[src/rtl/dmem_loader.sv]
// Bring-up harness: loads a word stream into data memory with the core held in reset,
// runs the core for a fixed budget, then streams the same address range back out.
module dmem_loader #(
    parameter int DATA_WIDTH  = 64,
    parameter int ADDR_WIDTH  = 8,
    parameter int HOLD_CYCLES = 2,
    parameter int RUN_CYCLES  = 200
) (
    input  logic                  clk,
    input  logic                  rst,
    input  logic                  start,
    input  logic                  s_valid,
    input  logic [DATA_WIDTH-1:0] s_data,
    input  logic                  s_last,
    output logic                  s_ready,
    output logic                  mem_we,
    output logic [ADDR_WIDTH-1:0] mem_addr,
    output logic [DATA_WIDTH-1:0] mem_wdata,
    input  logic [DATA_WIDTH-1:0] mem_rdata,
    output logic                  m_valid,
    output logic [DATA_WIDTH-1:0] m_data,
    output logic                  m_last,
    input  logic                  m_ready,
    output logic                  core_rst,
    output logic                  busy,
    output logic                  done,
    output logic                  overflow,
    output logic [ADDR_WIDTH:0]   word_count
);
    localparam int DEPTH      = 2 ** ADDR_WIDTH;
    localparam int MAX_CYCLES = (HOLD_CYCLES > RUN_CYCLES) ? HOLD_CYCLES : RUN_CYCLES;
    // The shared phase counter only ever holds (cycles - 1).
    localparam int CNT_W      = (MAX_CYCLES > 1) ? $clog2(MAX_CYCLES) : 1;

    localparam logic [ADDR_WIDTH:0] LAST_IDX = (ADDR_WIDTH + 1)'(DEPTH - 1);
    localparam logic [ADDR_WIDTH:0] IDX_ONE  = (ADDR_WIDTH + 1)'(1);
    localparam logic [CNT_W-1:0]    CNT_ONE  = CNT_W'(1);
    localparam logic [CNT_W-1:0]    HOLD_TOP = CNT_W'(HOLD_CYCLES - 1);
    localparam logic [CNT_W-1:0]    RUN_TOP  = CNT_W'(RUN_CYCLES - 1);

    typedef enum logic [2:0] {IDLE, LOAD, HOLD, RUN, DUMP, DONE} state_t;

    state_t              state_reg, state_next;
    logic [ADDR_WIDTH:0] word_count_reg, word_count_next;
    logic [ADDR_WIDTH:0] dump_idx_reg, dump_idx_next;
    logic                overflow_reg, overflow_next;
    logic [CNT_W-1:0]    cnt_reg, cnt_next;

    always_ff @(posedge clk or posedge rst) begin
        if (rst) begin
            state_reg      <= IDLE;
            word_count_reg <= '0;
            dump_idx_reg   <= '0;
            overflow_reg   <= 1'b0;
            cnt_reg        <= '0;
        end else begin
            state_reg      <= state_next;
            word_count_reg <= word_count_next;
            dump_idx_reg   <= dump_idx_next;
            overflow_reg   <= overflow_next;
            cnt_reg        <= cnt_next;
        end
    end

    always_comb begin
        state_next      = state_reg;
        word_count_next = word_count_reg;
        dump_idx_next   = dump_idx_reg;
        overflow_next   = overflow_reg;
        cnt_next        = cnt_reg;
        s_ready         = 1'b0;
        mem_we          = 1'b0;
        mem_addr        = '0;
        mem_wdata       = '0;
        m_valid         = 1'b0;
        m_data          = '0;
        m_last          = 1'b0;
        core_rst        = 1'b1;
        busy            = 1'b0;
        done            = 1'b0;

        case (state_reg)
            IDLE, DONE: begin
                done = (state_reg == DONE);
                if (start) begin
                    state_next      = LOAD;
                    word_count_next = '0;
                    overflow_next   = 1'b0;
                end
            end
            LOAD: begin
                s_ready = 1'b1;
                busy    = 1'b1;
                if (s_valid) begin
                    mem_we          = 1'b1;
                    mem_addr        = word_count_reg[ADDR_WIDTH-1:0];
                    mem_wdata       = s_data;
                    word_count_next = word_count_reg + IDX_ONE;
                    // Filling the last slot without s_last ends the load as an overflow.
                    if (s_last || word_count_reg == LAST_IDX) begin
                        state_next    = HOLD;
                        cnt_next      = HOLD_TOP;
                        overflow_next = !s_last;
                    end
                end
            end
            HOLD: begin
                busy = 1'b1;
                if (cnt_reg == '0) begin
                    state_next = RUN;
                    cnt_next   = RUN_TOP;
                end else begin
                    cnt_next = cnt_reg - CNT_ONE;
                end
            end
            RUN: begin
                busy     = 1'b1;
                core_rst = 1'b0;
                if (cnt_reg == '0) begin
                    state_next    = DUMP;
                    dump_idx_next = '0;
                end else begin
                    cnt_next = cnt_reg - CNT_ONE;
                end
            end
            DUMP: begin
                busy     = 1'b1;
                mem_addr = dump_idx_reg[ADDR_WIDTH-1:0];
                m_valid  = 1'b1;
                m_data   = mem_rdata;
                m_last   = (dump_idx_reg == word_count_reg - IDX_ONE);
                if (m_ready) begin
                    if (m_last) begin
                        state_next = DONE;
                    end else begin
                        dump_idx_next = dump_idx_reg + IDX_ONE;
                    end
                end
            end
            default: state_next = IDLE;
        endcase
    end

    assign overflow   = overflow_reg;
    assign word_count = word_count_reg;

endmodule

[config.mk]
export PLATFORM = sky130hd
export DESIGN_NAME = dmem_loader
export DESIGN_NICKNAME = d
export VERILOG_FILES = /design/src/rtl/dmem_loader.sv
export SDC_FILE = /design/constraint.sdc
export NUM_CORES = 1
export LEC_CHECK = 0
export CAP_MARGIN = 25
export CORE_AREA = 2 2 111 113
export CTS_CLUSTER_SIZE = 8
export DETAILED_ROUTE_END_ITERATION = 8
export DIE_AREA = 0 0 113 115
export PLACE_DENSITY_LB_ADDON = 0.12
export SETUP_SLACK_MARGIN = 0.05
export SYNTH_ARGS = -nofsm -noshare
export SYNTH_HDL_FRONTEND = slang
export SYNTH_SLANG_ARGS = --single-unit
[constraint.sdc]
create_clock -name clk -period 5.4 [get_ports clk]
set_clock_uncertainty 0.05 [all_clocks]
set_input_delay 1.35 -clock clk [delete_from_list [all_inputs] [get_ports clk]]
set_output_delay 1.35 -clock clk [all_outputs]
set_load 0.005 [all_outputs]
==> summary.md <==
| Metric | Value |
|---|---|
| Unrepaired setup endpoints after global routing | `no` |
| Post-synthesis adder-cell area fraction | `0.01976` |
| Violations in the final reports | `DRC` |
| GRT Residual Overflow | `0` |
| Sequential share of power | `0.241` |
| Number of fill cells in the layout | `1115` |
| PostCTS Resize Cnt | `0` |
| Final Hold Vio Count | `0` |
| Clock net sink count | `30` |
| Clk network pwr share | `0.190` |
| Max-capacitance violation count | `0` |
| Total negative slack for setup checks | `0 ps` |
| Async SR Flop Fraction | `1.000` |
| WL final | `16330 um` |
| Clock buffer count from CTS | `5` |
| Clock slew at reported path FFs | `50 ps` |
| Cell count after placement | `828` |
| Count of warnings emitted by yosys | `0` |
| Type of destination of the critical path | `output port` |
| Ys flop type | `sky130_fd_sc_hd__dfrtp_1` |
| Number of search-and-repair iterations in the first detailed-routing pass | `9` |
| Dominant cell by count in the synthesized netlist | `sky130_fd_sc_hd__and3_1` |
| Summed instance area of the synthesized netlist | `3167 sq um` |
| Number of enable flip-flop cells after synthesis | `0` |
| Maximum clock frequency | `219.7 MHz` |
| Core box area | `11810 sq um` |
| Portion of the clock cycle consumed by the worst path in the final layout | `0.8431` |
| Area of the die | `13000 sq um` |
| Logic pwr share | `0.568` |
| P_sw | `821.3 uW` |
| Antenna-violating nets left | `0` |
| Leak Pwr | `0.002698 uW` |
| Switching share of power | `0.4095` |
| Max-Slew Margin vs Limit | `0.4417` |
| NumNets Final | `827` |
| Final routed DRC violation total | `20` |
| Number of standard cells in the layout, taps in and fillers out | `837` |
| Net count after synthesis | `574` |
| Final setup viols | `0` |
| DP Wirelength | `13200 um` |
| Input/output buffers | `286` |
| Largest net degree at the start of global routing | `69` |
| Min Clock Period, post-route | `4553 ps` |
| Share of Yosys cell area claimed by the top area cell type | `0.2371` |
| Die Span Y | `115 um` |
| CTS Hold Buffers Added | `0` |
| CTS tree | `done` |
| Xor-xnor portion of the synthesized cell area | `0.05808` |
| Clock latency on the worst-skew pair | `270 ps` |
| Worst VDD drop | `181.2 uV` |
| DRC violation total after the first TritonRoute iteration | `302` |
| Startpoint type of the worst setup path | `flop` |
| Wire length of the first global-routing pass | `23340 um` |
| Required time at the worst-slack endpoint | `4000 ps` |
| Multi-input gate area in the final layout | `2180 sq um` |
| Initial antenna violation count | `3` |
| Routed vias | `4150` |
| Crit path arrival time | `3150 ps` |
| GR Util All Layers | `0.2366` |
| Simple logic cell fraction of the synthesized area | `0.4488` |
| GP Congestion | `0.8515` |
| Fraction of the mapped netlist area in compound gates | `0.1339` |
| Number of buffers inserted by post-CTS setup repair | `0` |
| Yosys cell types | `49` |
| Horiz. Die Dim | `113 um` |
| Vias per cell | `4.958` |
| Cells taking the most area after synthesis | `sky130_fd_sc_hd__dfrtp_1, sky130_fd_sc_hd__and3_1, sky130_fd_sc_hd__and2_1` |
| Type of the setup path with the least slack | `reg -> out` |
| Share of cells above drive strength 1 | `0.03048` |
| Io pins | `287` |
| Max FO, Critical Path | `12` |
| Internal power component | `1184 uW` |
| Synth top cells by count | `sky130_fd_sc_hd__and3_1, sky130_fd_sc_hd__and2_1, sky130_fd_sc_hd__clkbuf_1` |
| Layout area overhead | `97.83%` |
| Combinational family with the most area after synthesis | `simple AND/OR/NAND/NOR gates` |
| Syn_area_per_cell | `7.280 sq um` |
| Number of global-route vias before repair | `3853` |
| Outcome | `finished, violations left` |
| Clk Tree Root Cell | `sky130_fd_sc_hd__clkbuf_16` |
| Transition time of the tightest slew-check pin | `835.0 ps` |
| Cell accounting for the most synthesized area | `sky130_fd_sc_hd__dfrtp_1` |
| Post-synthesis mux area share | `0.02529` |
| Post-synthesis cell count | `435` |
| Power density over the cells | `320.1 nW/um^2` |
| Sequential cell area | `750.7 sq um` |
| Htree depth | `2` |
| Number of storage elements in the synthesis netlist | `30` |
| Hold Crit Class | `reg -> reg` |
| Post-DR wirelength/cell | `19.51 um` |
| Register area share after synthesis | `0.2371` |
| Maximum count of clock buffers along a single path | `2` |
| Max-slew violations | `0` |
| Row count | `40` |
| Initial core utilization | `0.2681` |
## placed cells by master (no fill, tap or decap), types with 3 or more instances in the layout
| master | netlist | routed |
|---|---|---|
| sky130_fd_sc_hd__o21ai_0 | 17 | 17 |
| sky130_fd_sc_hd__nand4_1 | 9 | 9 |
| sky130_fd_sc_hd__or3_1 | 3 | 3 |
| sky130_fd_sc_hd__nand4b_1 | 3 | 3 |
| sky130_fd_sc_hd__nand3_1 | 12 | 12 |
| sky130_fd_sc_hd__a21oi_1 | 12 | 12 |
| sky130_fd_sc_hd__nor2_1 | 28 | 27 |
| sky130_fd_sc_hd__nand2_1 | 35 | 35 |
| sky130_fd_sc_hd__nor4_1 | 3 | 3 |
| sky130_fd_sc_hd__inv_1 | 13 | 13 |
| sky130_fd_sc_hd__clkdlybuf4s50_1 | 0 | 286 |
| sky130_fd_sc_hd__nor3_1 | 6 | 6 |
| sky130_fd_sc_hd__buf_4 | 0 | 5 |
| sky130_fd_sc_hd__a31oi_1 | 4 | 4 |
| sky130_fd_sc_hd__mux2i_1 | 8 | 8 |
| sky130_fd_sc_hd__a22o_1 | 4 | 4 |
| sky130_fd_sc_hd__and2_1 | 66 | 66 |
| sky130_fd_sc_hd__xnor2_1 | 11 | 11 |
| sky130_fd_sc_hd__clkbuf_16 | 0 | 5 |
| sky130_fd_sc_hd__and3_1 | 68 | 68 |
| sky130_fd_sc_hd__nand2b_1 | 8 | 8 |
| sky130_fd_sc_hd__a211oi_1 | 5 | 5 |
| sky130_fd_sc_hd__ha_1 | 5 | 5 |
| sky130_fd_sc_hd__dfrtp_1 | 30 | 30 |
| sky130_fd_sc_hd__xor2_1 | 10 | 10 |
## path summary, 6_finish.rpt
check,from,end,slack (ps),depth (start not counted)
worst max-delay path,word_count[0]$_DFFE_PP0P_,m_last,850,8
min in group asynchronous,rst,word_count[2]$_DFFE_PP0P_,1250,2
max in group asynchronous,rst,dump_idx_reg[5]$_DFFE_PP0P_,3440,3
worst min register to register,overflow$_DFFE_PP0P_,overflow$_DFFE_PP0P_,480,2
worst max register to register,cnt_reg[3]$_DFFE_PP0P_,dump_idx_reg[6]$_DFFE_PP0P_,2260,6
worst min-delay path,overflow$_DFFE_PP0P_,overflow$_DFFE_PP0P_,480,2
## metrics by stage
stage / util / worst slack, ps / cell area, sq um / power, uW / hold slack, ps
final: 0.5304 / 847.4 / 6265 / 2005 / 477.3
after global routing: 0.5302 / 693.6 / 6262 / 2152 / 528.4
after CTS: 0.5302 / 861.3 / 6262 / 1997 / 487.9
after detailed placement: 0.5133 / 888.5 / 6063 / 1605 / 472.2
after global placement: 0.5133 / 899.5 / 6063 / 1579 / 456.8
after floorplan: - / 2028 / 3167 / 1139 / 442.9
## critical path, stage by stage (launching register included)
cell and delay, ps:
sky130_fd_sc_hd__dfrtp_1 540, sky130_fd_sc_hd__inv_1 150, sky130_fd_sc_hd__ha_1 360, sky130_fd_sc_hd__or4b_1 550, sky130_fd_sc_hd__a31oi_1 190, sky130_fd_sc_hd__a211o_2 280
sky130_fd_sc_hd__nand2_4 80, sky130_fd_sc_hd__nor2_1 120, sky130_fd_sc_hd__clkdlybuf4s50_1 590
## kinds of logic after synthesis
group	Yosys count
compound gates	62
xor+xnor	21
fa+ha+maj	5
buf+inv	58
flops	30
mux	8
simple gates	251
## layer usage
layer  track usage  wire length [um]  vias to the layer above
met5             0                23                        -
met4       0.02602                63                        4
met3       0.06273              1635                        9
met2        0.3896              7659                      212
met1        0.3236              6947                     1922
li1              -                 -                     2003
## power groups by stage
stage	registers (uW)	clock network, uW	logic (uW)
after floorplan	376	0	763
after global placement	480	0	1100
after detailed placement	482	0	1120
after CTS	480	384	1130
after global routing	505	395	1250
final	484	381	1140
## cell type report
cell class	count	area share
timing repair buffer	291	0.4630
multi-input combinational	347	0.3479
clock buffer	6	0.02217
clock inverter	2	0.009587
inverter	13	0.007789
tap	147	0.02936
sequential	30	0.1198
antenna	1	0.0003994
Note: power is estimated with default switching activity, not from simulation.
